===== src/rtl/id_ex_operand_stage.sv =====
// rtl/id_ex_operand_stage.sv - ID/EX pipeline register with load-use bubbles and ALU operand forwarding
module id_ex_operand_stage #(
    parameter int DATA_W = 32,
    parameter int RA_W   = 5
) (
    input  logic              clk,
    input  logic              rst_n,
    input  logic              id_valid,
    input  logic [3:0]        id_alu_op,
    input  logic [RA_W-1:0]   id_rs1,
    input  logic [RA_W-1:0]   id_rs2,
    input  logic [RA_W-1:0]   id_rd,
    input  logic              id_uses_rs1,
    input  logic              id_uses_rs2,
    input  logic [DATA_W-1:0] id_rs1_data,
    input  logic [DATA_W-1:0] id_rs2_data,
    input  logic [DATA_W-1:0] id_imm,
    input  logic              id_use_imm,
    input  logic              id_reg_write,
    input  logic              id_mem_read,
    input  logic              id_mem_write,
    input  logic              flush,
    input  logic              ex_stall,
    input  logic [RA_W-1:0]   exmem_rd,
    input  logic              exmem_reg_write,
    input  logic [DATA_W-1:0] exmem_result,
    input  logic [RA_W-1:0]   memwb_rd,
    input  logic              memwb_reg_write,
    input  logic [DATA_W-1:0] memwb_result,
    output logic              id_stall,
    output logic              ex_valid,
    output logic [3:0]        alu_opcode,
    output logic [DATA_W-1:0] alu_in1,
    output logic [DATA_W-1:0] alu_in2,
    output logic [DATA_W-1:0] ex_store_data,
    output logic [RA_W-1:0]   ex_rd,
    output logic              ex_reg_write,
    output logic              ex_mem_read,
    output logic              ex_mem_write
);

    logic [RA_W-1:0]   ex_rs1;
    logic [RA_W-1:0]   ex_rs2;
    logic [DATA_W-1:0] ex_rs1_val;
    logic [DATA_W-1:0] ex_rs2_val;
    logic [DATA_W-1:0] ex_imm;
    logic              ex_use_imm;

    logic lu;
    logic wb_hit1;
    logic wb_hit2;
    logic [DATA_W-1:0] fwd_rs1;
    logic [DATA_W-1:0] fwd_rs2;

    assign lu = ex_valid && ex_mem_read && (ex_rd != '0) && id_valid &&
                ((id_uses_rs1 && (id_rs1 == ex_rd)) || (id_uses_rs2 && (id_rs2 == ex_rd)));

    assign id_stall = ex_stall | lu;

    // The register file is written at the end of WB, so its read port is one cycle stale.
    assign wb_hit1 = memwb_reg_write && (memwb_rd != '0) && (memwb_rd == id_rs1);
    assign wb_hit2 = memwb_reg_write && (memwb_rd != '0) && (memwb_rd == id_rs2);

    always_ff @(posedge clk or negedge rst_n) begin
        if (!rst_n) begin
            ex_valid     <= 1'b0;
            alu_opcode   <= 4'b0000;
            ex_rs1       <= '0;
            ex_rs2       <= '0;
            ex_rd        <= '0;
            ex_rs1_val   <= '0;
            ex_rs2_val   <= '0;
            ex_imm       <= '0;
            ex_use_imm   <= 1'b0;
            ex_reg_write <= 1'b0;
            ex_mem_read  <= 1'b0;
            ex_mem_write <= 1'b0;
        end else if (ex_stall) begin
            ex_valid <= ex_valid;
        end else if (flush || lu) begin
            ex_valid     <= 1'b0;
            alu_opcode   <= 4'b0000;
            ex_rs1       <= '0;
            ex_rs2       <= '0;
            ex_rd        <= '0;
            ex_rs1_val   <= '0;
            ex_rs2_val   <= '0;
            ex_imm       <= '0;
            ex_use_imm   <= 1'b0;
            ex_reg_write <= 1'b0;
            ex_mem_read  <= 1'b0;
            ex_mem_write <= 1'b0;
        end else begin
            ex_valid     <= id_valid;
            alu_opcode   <= id_alu_op;
            ex_rs1       <= id_rs1;
            ex_rs2       <= id_rs2;
            ex_rd        <= id_rd;
            ex_rs1_val   <= wb_hit1 ? memwb_result : id_rs1_data;
            ex_rs2_val   <= wb_hit2 ? memwb_result : id_rs2_data;
            ex_imm       <= id_imm;
            ex_use_imm   <= id_use_imm;
            ex_reg_write <= id_reg_write & id_valid;
            ex_mem_read  <= id_mem_read & id_valid;
            ex_mem_write <= id_mem_write & id_valid;
        end
    end

    // EX/MEM is younger than MEM/WB, so it wins when both target the same register.
    always_comb begin
        fwd_rs1 = ex_rs1_val;
        if (ex_valid && exmem_reg_write && (exmem_rd != '0) && (exmem_rd == ex_rs1))
            fwd_rs1 = exmem_result;
        else if (ex_valid && memwb_reg_write && (memwb_rd != '0) && (memwb_rd == ex_rs1))
            fwd_rs1 = memwb_result;
    end

    always_comb begin
        fwd_rs2 = ex_rs2_val;
        if (ex_valid && exmem_reg_write && (exmem_rd != '0) && (exmem_rd == ex_rs2))
            fwd_rs2 = exmem_result;
        else if (ex_valid && memwb_reg_write && (memwb_rd != '0) && (memwb_rd == ex_rs2))
            fwd_rs2 = memwb_result;
    end

    assign alu_in1       = fwd_rs1;
    assign alu_in2       = ex_use_imm ? ex_imm : fwd_rs2;
    assign ex_store_data = fwd_rs2;

endmodule


===== config.mk =====
export PLATFORM = sky130hd
export DESIGN_NAME = id_ex_operand_stage
export DESIGN_NICKNAME = d
export VERILOG_FILES = /design/src/rtl/id_ex_operand_stage.sv
export SDC_FILE = /design/constraint.sdc
export NUM_CORES = 1
export LEC_CHECK = 0
export CELL_PAD_IN_SITES_DETAIL_PLACEMENT = 2
export CELL_PAD_IN_SITES_GLOBAL_PLACEMENT = 2
export CORE_MARGIN = 2
export CORE_UTILIZATION = 23
export DETAILED_ROUTE_END_ITERATION = 7
export GPL_ROUTABILITY_DRIVEN = 0
export PLACE_DENSITY = 0.77
export SYNTH_ARGS = -nofsm -noshare
export SYNTH_HDL_FRONTEND = slang
export SYNTH_SLANG_ARGS = --single-unit

===== constraint.sdc =====
create_clock -name clk -period 3.22 [get_ports clk]
set_input_delay 0.805 -clock clk [delete_from_list [all_inputs] [get_ports clk]]
set_output_delay 0.805 -clock clk [all_outputs]
set_load 0.1 [all_outputs]

; Word level (Yosys, flattened, before mapping)
; Cells that the tools add are included.
[totals]
out_inout_bits = 110
latchBits = 0
memories = 0
ram_bits = 0
ff_bits = 120
word_cells = 65
mem_bits_ro = 0
in_bits = 202
[classes]
n_bitwise = 4
mux = 19
n_mul = 0
div = 0
reduce_logical = 22
shift = 0
order_cmp = 0
n_eq_ne = 8
add_sub_neg = 0
[op_table]
columns = operator, count
row1 = 32-bit 2-to-1 mux, 10
row2 = 5-bit equality test, 8
row3 = 1-bit logical AND, 17
row4 = 5-bit 2-to-1 mux, 3
row5 = 5-bit nonzero test, 3
row6 = 1-bit 2-to-1 mux, 5
row7 = 4-bit 2-to-1 mux, 1
row8 = 1-bit AND, 3
row9 = 1-bit logical OR, 2
row10 = 1-bit OR, 1

; Longest topological paths before layout
; Gate-level depths: netlist of run 1.
[depth]
word_depth = 6
mapped_depth = 8
depth_no_buf = 5

; Worst setup path before layout of run 1
; Ideal clock, no wire load.
[synth_timing]
path_type = in2out
from = input memwb_rd[1]
to = output alu_in2[1]
path_stages = 7
t_arrival_ns = 4.458
setup_slack_ns = -2.043
path_buffers = 2
required_time_ns = 2.415
cell_sequence = buf_2 or4_4 o211ai_4 nor4_4 buf_6 mux2i_1 a221oi_1
[synth_via]
elab_chain_len = 6
word_cells_on_any_way = 7
classes_between = eq/ne (1) / mux (3) / reduce/logical (3)
[synth_lines]
columns = element, line_no
row1 = start: declaration, 27  ; input logic [RA_W-1:0] memwb_rd,
row2 = 5-bit nonzero test, 122  ; else if (ex_valid && memwb_reg_write && (memwb_rd != '0) && (memwb_rd == ex_rs2))
row3 = 1-bit logical AND, 122
row4 = 1-bit logical AND (*), 122
row5 = 32-bit 2-to-1 mux (*), 122
row6 = 32-bit 2-to-1 mux (*), 120  ; if (ex_valid && exmem_reg_write && (exmem_rd != '0) && (exmem_rd == ex_rs2))
row7 = 32-bit 2-to-1 mux (*), 127  ; assign alu_in2 = ex_use_imm ? ex_imm : fwd_rs2;
row8 = end: declaration, 34  ; output logic [DATA_W-1:0] alu_in2,
; Mark *: on every way between the ends. The rest lies on a longest branch, timed or not.

; Final worst setup path of run 1
[layout_timing]
from = input memwb_rd[3]
to = output alu_in1[20]
[layout_via]
elab_chain_len = 5
word_cells_on_any_way = 6
classes_between = eq/ne (1) / mux (2) / reduce/logical (3)
[layout_lines]
columns = element, line_no
row1 = 5-bit nonzero test, 114  ; else if (ex_valid && memwb_reg_write && (memwb_rd != '0) && (memwb_rd == ex_rs1))
row2 = 1-bit logical AND, 114
row3 = 1-bit logical AND (*), 114
row4 = 32-bit 2-to-1 mux (*), 114
row5 = 32-bit 2-to-1 mux (*), 112  ; if (ex_valid && exmem_reg_write && (exmem_rd != '0) && (exmem_rd == ex_rs1))
row6 = end: declaration, 33  ; output logic [DATA_W-1:0] alu_in1,
; Marked as above.

==> metrics.cfg, run 1 <==
[run_status]
status = complete, but fails checks
failed_checks = negative setup slack

[logic_synthesis]
netlist_area_um2 = 7590
synth_enable_flop_cells = 0
synth_nets = 1001
postSynthAreaPerCell_um2 = 9.50
ys.flop_type = dfrtp_1
yosys.area.top_type_share = 0.396
ys_seq_area_frac = 0.396
netlist_instances = 799
synth_top_area_cell = dfrtp_1
ys_async_sr_fraction = 1.00
yosys_warnings = 0
synth.distinct_cells = 33
synth-seq-cells = 120
ys_top_cells_by_area = dfrtp_1, mux2i_1, a22o_1, a221oi_2, a21oi_1

[placed_design]
dpl.cell_count = 1532
io_buffers = 311
dp.final_hpwl_mm = 27.0

[clocking]
htreeDepth = 4
clk_path_buf_depth = 2
clock_sinks = 120
cts_buffers = 17
tritoncts = built
root_buffer = clkbuf_16
clk_pin_slew_ns = 0.06
insertion_delay_ns = 0.43

[finish]
instances_no_fill = 1631
fillCellCount = 3107
multiInputGateArea_um2 = 6070
area_growth_pct = 114
nNetsFinal = 1375
drive_gt1_frac = 0.413
seq_area_um2 = 3010

[worst_setup_path]
crit_fanout = 6
rr_startpoint = ex_rd[2]
critPathKind = in -> out
crit_path_start_kind = input pin
ff2ff_path_depth = 7
r2r_end = ex_rs1_val[0]
worstPathRequired_ns = 2.41
r2r_slack_ns = 1.15
end_kind = output port
crit_arrival_ns = 2.94

[sta]
worst_slack_ns = -0.524
max_freq_mhz = 267
finalSetupTns_ns = -40.55
skew_ns = 0.0104
hold_viol_final = 0
worst_pin_slew_ns = 0.807
finalCriticalPeriod_ns = 3.74
report.final.slew_viol_count = 0
finalCritPeriodShare = 1.16
relSlewSlack = 0.462
rsz0062_at_grt = yes
setup_viol = 96

[grt]
grt_use_total = 0.256
grt_max_degree = 117
grt_overflow = 0
grt_pass1_wl_mm = 65.1
grt_antenna_before_repair = 4
grt_pass1_vias = 9651

[drt]
first_pass_iters = 5
routedWlPerCell_um = 27.8
drtAntennaViolNets = 0
post-route-drc-count = 0
wirelength_mm = 45.4
via_per_inst = 5.10
vias = 8315
drt_iter0_drc = 284

[die]
start_util = 0.233
pin_count = 312
die_h_um = 186
num_rows = 66
die_width_um = 186
die-area_um2 = 34500
fp.coreArea_um2 = 32500

[power]
p_per_area_nw_per_um2 = 419
power.leakage_nw = 6.18
peakVddDrop_mv = 0.398

[hold_path]
holdCritPathClass = in -> async

[run]
cap_viol_max_count = 0

## power breakdown
part / total [W] / switching [W] / internal [W]
logic: 0.00304 / 0.00183 / 0.00121
clock network: 0.00201 / 0.000783 / 0.00123
registers: 0.00175 / 0.000125 / 0.00163
## stage by stage
stage	power, W	cell area (um2)	setup WS (ns)	util	hold slack [ns]
after floorplan	0.00343	8840	-0.671	-	0.449
after global placement	0.00457	13800	-0.898	0.423	0.463
after detailed placement	0.00463	13800	-0.964	0.423	0.477
after CTS	0.00676	15800	-0.437	0.485	0.452
after global routing	0.00702	16200	-0.560	0.498	0.442
final	0.00680	16200	-0.524	0.499	0.397
## cells in the mapped netlist, drive strengths merged, types with 7 or more instances
master and count:
a21oi 65, a221oi 32, a22o 53, buf 36
clkbuf 37, dfrtp 120, inv 32, mux2i 128
nand2 66, nand3 7, nor2 65, nor3 33
o21ai 65, xnor2 28, xor2 12
## sequential cells by signal, indices dropped and copies added, names as in the netlist
name,cells
ex_imm,32
ex_rs1_val,32
ex_rs2_val,32
ex_rd,5
ex_rs1,5
ex_rs2,5
alu_opcode,4
ex_mem_read,1
ex_mem_write,1
ex_reg_write,1
ex_use_imm,1
ex_valid,1
## metal layers
metal | routed length [um] | vias up | global-route usage
met1 | 18000 | 4345 | 0.301
met4 | 1530 | 0 | 0.0803
met5 | 0 | - | 0
met2 | 23900 | 263 | 0.465
met3 | 2010 | 73 | 0.0513
li1 | - | 3634 | -
## critical path: stages
cell	delay, ns
buf_6	0.09
or4_4	0.56
o211ai_4	0.24
buf_4	0.16
buf_6	0.09
nor4_4	0.05
buf_12	0.16
buf_12	0.15
mux2i_2	0.33
a21oi_4	0.11
buf_12	0.18
## cell families after synthesis
family / count (synthesis) / synth area share
compound gates: 224 / 0.220
xor+xnor: 40 / 0.0461
buf+inv: 105 / 0.0625
flops: 120 / 0.396
mux: 128 / 0.169
simple gates: 182 / 0.107
## final cells by class
| type | instances | area share |
|---|---|---|
| multi-input combinational | 574 | 0.374 |
| timing repair buffer | 428 | 0.362 |
| sequential | 120 | 0.186 |
| tap | 442 | 0.0341 |
| clock buffer | 22 | 0.0280 |
| clock inverter | 9 | 0.00771 |
| inverter | 32 | 0.00741 |
| antenna | 4 | 0.000617 |
## worst max path at each step
| stage | startpoint | to | slack (ns) |
|---|---|---|---|
| after floorplan | memwb_rd[4] | alu_in2[11] | -0.67 |
| after global placement | memwb_rd[0] | alu_in1[27] | -0.90 |
| after detailed placement | memwb_rd[0] | alu_in1[20] | -0.96 |
| after CTS | exmem_rd[2] | alu_in2[29] | -0.44 |
| after global routing | memwb_rd[3] | alu_in1[20] | -0.56 |
| final | memwb_rd[3] | alu_in1[20] | -0.52 |
## cell usage in the layout (no fill, tap or decap), types with 5 or more instances in the layout
master	n
buf_6	13
clkdlybuf4s50_1	187
nand2_1	66
mux2i_1	71
mux2i_4	27
clkbuf_16	21
mux2i_2	30
buf_16	21
a221oi_4	32
xnor2_1	23
nand3_1	6
a21oi_2	5
inv_1	32
nor2_4	39
dfrtp_1	115
nor2_2	6
buf_4	64
nor3_1	32
a21oi_4	59
xor2_1	11
nor2_1	20
buf_12	128
a22o_1	53
o21ai_1	61
## timing repair
item                                   4_1_cts  5_1_grt
resized for setup                          201       45
setup endpoints to repair                   96       96
pin swaps                                   25       42
hold buffers                                 0        0
endpoints found under the hold margin        0        0
setup buffers                               38       10
cloned                                      15        4
Note: power is estimated with default switching activity, not from simulation.
==> run 2: changes to the inputs <==
--- a/config.mk
+++ b/config.mk
@@ -11,6 +11,7 @@
 export CORE_UTILIZATION = 23
 export DETAILED_ROUTE_END_ITERATION = 7
 export GPL_ROUTABILITY_DRIVEN = 0
+export HOLD_SLACK_MARGIN = 0.1
 export PLACE_DENSITY = 0.77
 export SYNTH_ARGS = -nofsm -noshare
 export SYNTH_HDL_FRONTEND = slang
==> results of run 2 <==
Same layout as run 1: the final DEF is identical, and so are final timing and power.
==> run 3: changes to the inputs <==
--- a/config.mk
+++ b/config.mk
@@ -13,6 +13,7 @@
 export GPL_ROUTABILITY_DRIVEN = 0
 export HOLD_SLACK_MARGIN = 0.1
 export PLACE_DENSITY = 0.77
+export RECOVER_POWER = 25
 export SYNTH_ARGS = -nofsm -noshare
 export SYNTH_HDL_FRONTEND = slang
 export SYNTH_SLANG_ARGS = --single-unit
==> run 3 against run 2 <==
Against the previous run:
- the flow finishes with violations (max-capacitance violations, max-slew violations, negative setup slack)
- clock power is essentially flat
- cell count is the same
- first-iteration DRC count grew 4.2%
- largest cell class unchanged
- non-clock buffer count is the same
- wire length shrank 0.14%
- clock skew is essentially flat
- maximum frequency is essentially flat
==> metrics.cfg, run 3 (synthesis gave the netlist of run 1 again) <==
[run_status]
status = complete, but fails checks
failed_checks = max-capacitance violations, max-slew violations, negative setup slack

[power]
peakVddDrop_mv = 0.398
clkPwrFrac = 0.296
p_int_w = 0.00407
power.leakage_nw = 6.18
p_sw_w = 0.00274
pwr-share-comb = 0.446
p_per_area_nw_per_um2 = 420
pwr-share-seq = 0.258
sw_frac_of_total = 0.402

[sta]
max_freq_mhz = 267
setup_viol = 96
rsz0062_at_grt = yes
relSlewSlack = -0.437
worst_slack_ns = -0.520
finalCriticalPeriod_ns = 3.74
finalCritPeriodShare = 1.16
report.final.slew_viol_count = 71
worst_pin_slew_ns = 2.16
hold_slack_ns = 0.508
hold_viol_final = 0
skew_ns = 0.0101

[worst_setup_path]
critPathKind = in -> out
max_stage_delay_ns = 0.56
worstPathRequired_ns = 2.41
crit_chain = buf_6 > or4_4 > o211ai_4 > buf_4 > buf_6 > nor4_4 > buf_12 > buf_12 > mux2i_2 > a21oi_4 > buf_12
crit_fanout = 6
critical-path-top-delay-family = buffers and inverters
end_kind = output port
crit_buf_inv = 6
crit_path_start_kind = input pin
crit_arrival_ns = 2.94
path_common_cell = buf_12
crit_slowest_cell = or4_4

[finish]
nNetsFinal = 1375
seq_area_um2 = 3010
drive_gt1_frac = 0.413
top_regs = ex_imm: 32 flops, ex_rs1_val: 32 flops, ex_rs2_val: 32 flops
multiInputGateArea_um2 = 6070
area_growth_pct = 114
final_cell_mix = clkdlybuf4s50_1, buf_12, dfrtp_1, mux2i_1, nand2_1
final_common_cell = clkdlybuf4s50_1
fillCellCount = 3108

[die]
num_rows = 66
die_width_um = 186
die_h_um = 186
start_util = 0.233
die-area_um2 = 34500
fp.coreArea_um2 = 32500
pin_count = 312

[grt]
grt_max_degree = 117
grt_overflow = 0
grt_pass1_wl_mm = 65.1
grt_pass1_vias = 9651
grt_use_total = 0.256
grt_antenna_before_repair = 4

[clocking]
htreeDepth = 4
clk_path_buf_depth = 2
tritoncts = built
clk_pin_slew_ns = 0.06
clock_sinks = 120
root_buffer = clkbuf_16
insertion_delay_ns = 0.43
cts_buffers = 17

[hold_path]
holdCritPathClass = reg -> reg

[run]
cap_viol_max_count = 1

[drt]
routedWlPerCell_um = 27.8
drtAntennaViolNets = 0
drt_iter0_drc = 296
vias = 8278
via_per_inst = 5.08
wirelength_mm = 45.3
first_pass_iters = 4
post-route-drc-count = 0

[placed_design]
post-place-ws_ns = -0.964
dp.final_hpwl_mm = 27.0
io_buffers = 311

==> run 3: cell types whose count changed in the layout (fill, tap and decap cells not counted) <==
cell | previous run | this run
clkbuf_2 | 0 | 1
buf_6 | 13 | 12
==> run 3: power by group through the flow <==
stage | combinational (W) | sequential [W] | clock (W)
6_report | 0.00304 | 0.00175 | 0.00201
5_1_grt | 0.00314 | 0.00177 | 0.00211
4_1_cts | 0.00299 | 0.00174 | 0.00203
3_5_place_dp | 0.00287 | 0.00175 | 0
3_3_place_gp | 0.00283 | 0.00175 | 0
2_1_floorplan | 0.00163 | 0.00180 | 0
==> run 3: per-stage QoR <==
step,std cells,utilization,cell area [um2],power (W),TNS [ns]
after floorplan,799,-,8840,0.00343,-42.58
after global placement,1532,0.423,13800,0.00457,-76.84
after detailed placement,1532,0.423,13800,0.00463,-83.36
after CTS,1614,0.485,15800,0.00676,-35.28
after global routing,1630,0.498,16200,0.00702,-45.31
final,1631,0.498,16200,0.00680,-40.56
==> run 3: final cells by class <==
cell class                      instances  share of cell area
Multi-Input combinational cell        574               0.374
Timing Repair Buffer                  428               0.362
Sequential cell                       120               0.186
Tap cell                              442              0.0341
Clock buffer                           22              0.0280
Clock inverter                          9             0.00772
Inverter                               32             0.00741
Antenna cell                            4            0.000617
==> run 3: what timing repair did <==
action / CTS / global route
buffers inserted: 38 / 10
pin swaps: 25 / 42
setup endpoints to repair: 96 / 96
resized for setup: 201 / 45
gates cloned: 15 / 4
hold buffers: 0 / 0
endpoints found under the hold margin: 0 / 0
==> run 3: path summary, 6_finish.rpt <==
check	startpoint	endpoint	cells after the start	slack, ns
max in group asynchronous	rst_n	ex_use_imm	1	0.64
max	memwb_rd[3]	alu_in1[20]	11	-0.52
min reg2reg	ex_imm[27]	ex_imm[27]	1	0.51
min	ex_imm[27]	ex_imm[27]	1	0.51
max reg2reg	ex_rd[2]	ex_rs1_val[0]	7	1.15
min in group asynchronous	rst_n	ex_imm[3]	1	0.97
==> run 3: metal layers <==
metal	up-vias	part of all wire	global-route usage
met5	-	0	0
met4	0	0.034	0.0803
met3	74	0.044	0.0513
met2	265	0.53	0.465
met1	4308	0.39	0.301
li1	3631	-	-
==> run 3: worst reg2reg max path, stage by stage, from the launching register on <==
cell and delay (ns):
dfrtp_1 0.46, xnor2_1 0.17, nand4_1 0.13, o22ai_1 0.11
buf_4 0.16, a211o_2 0.43, buf_12 0.22, o21ai_0 0.29
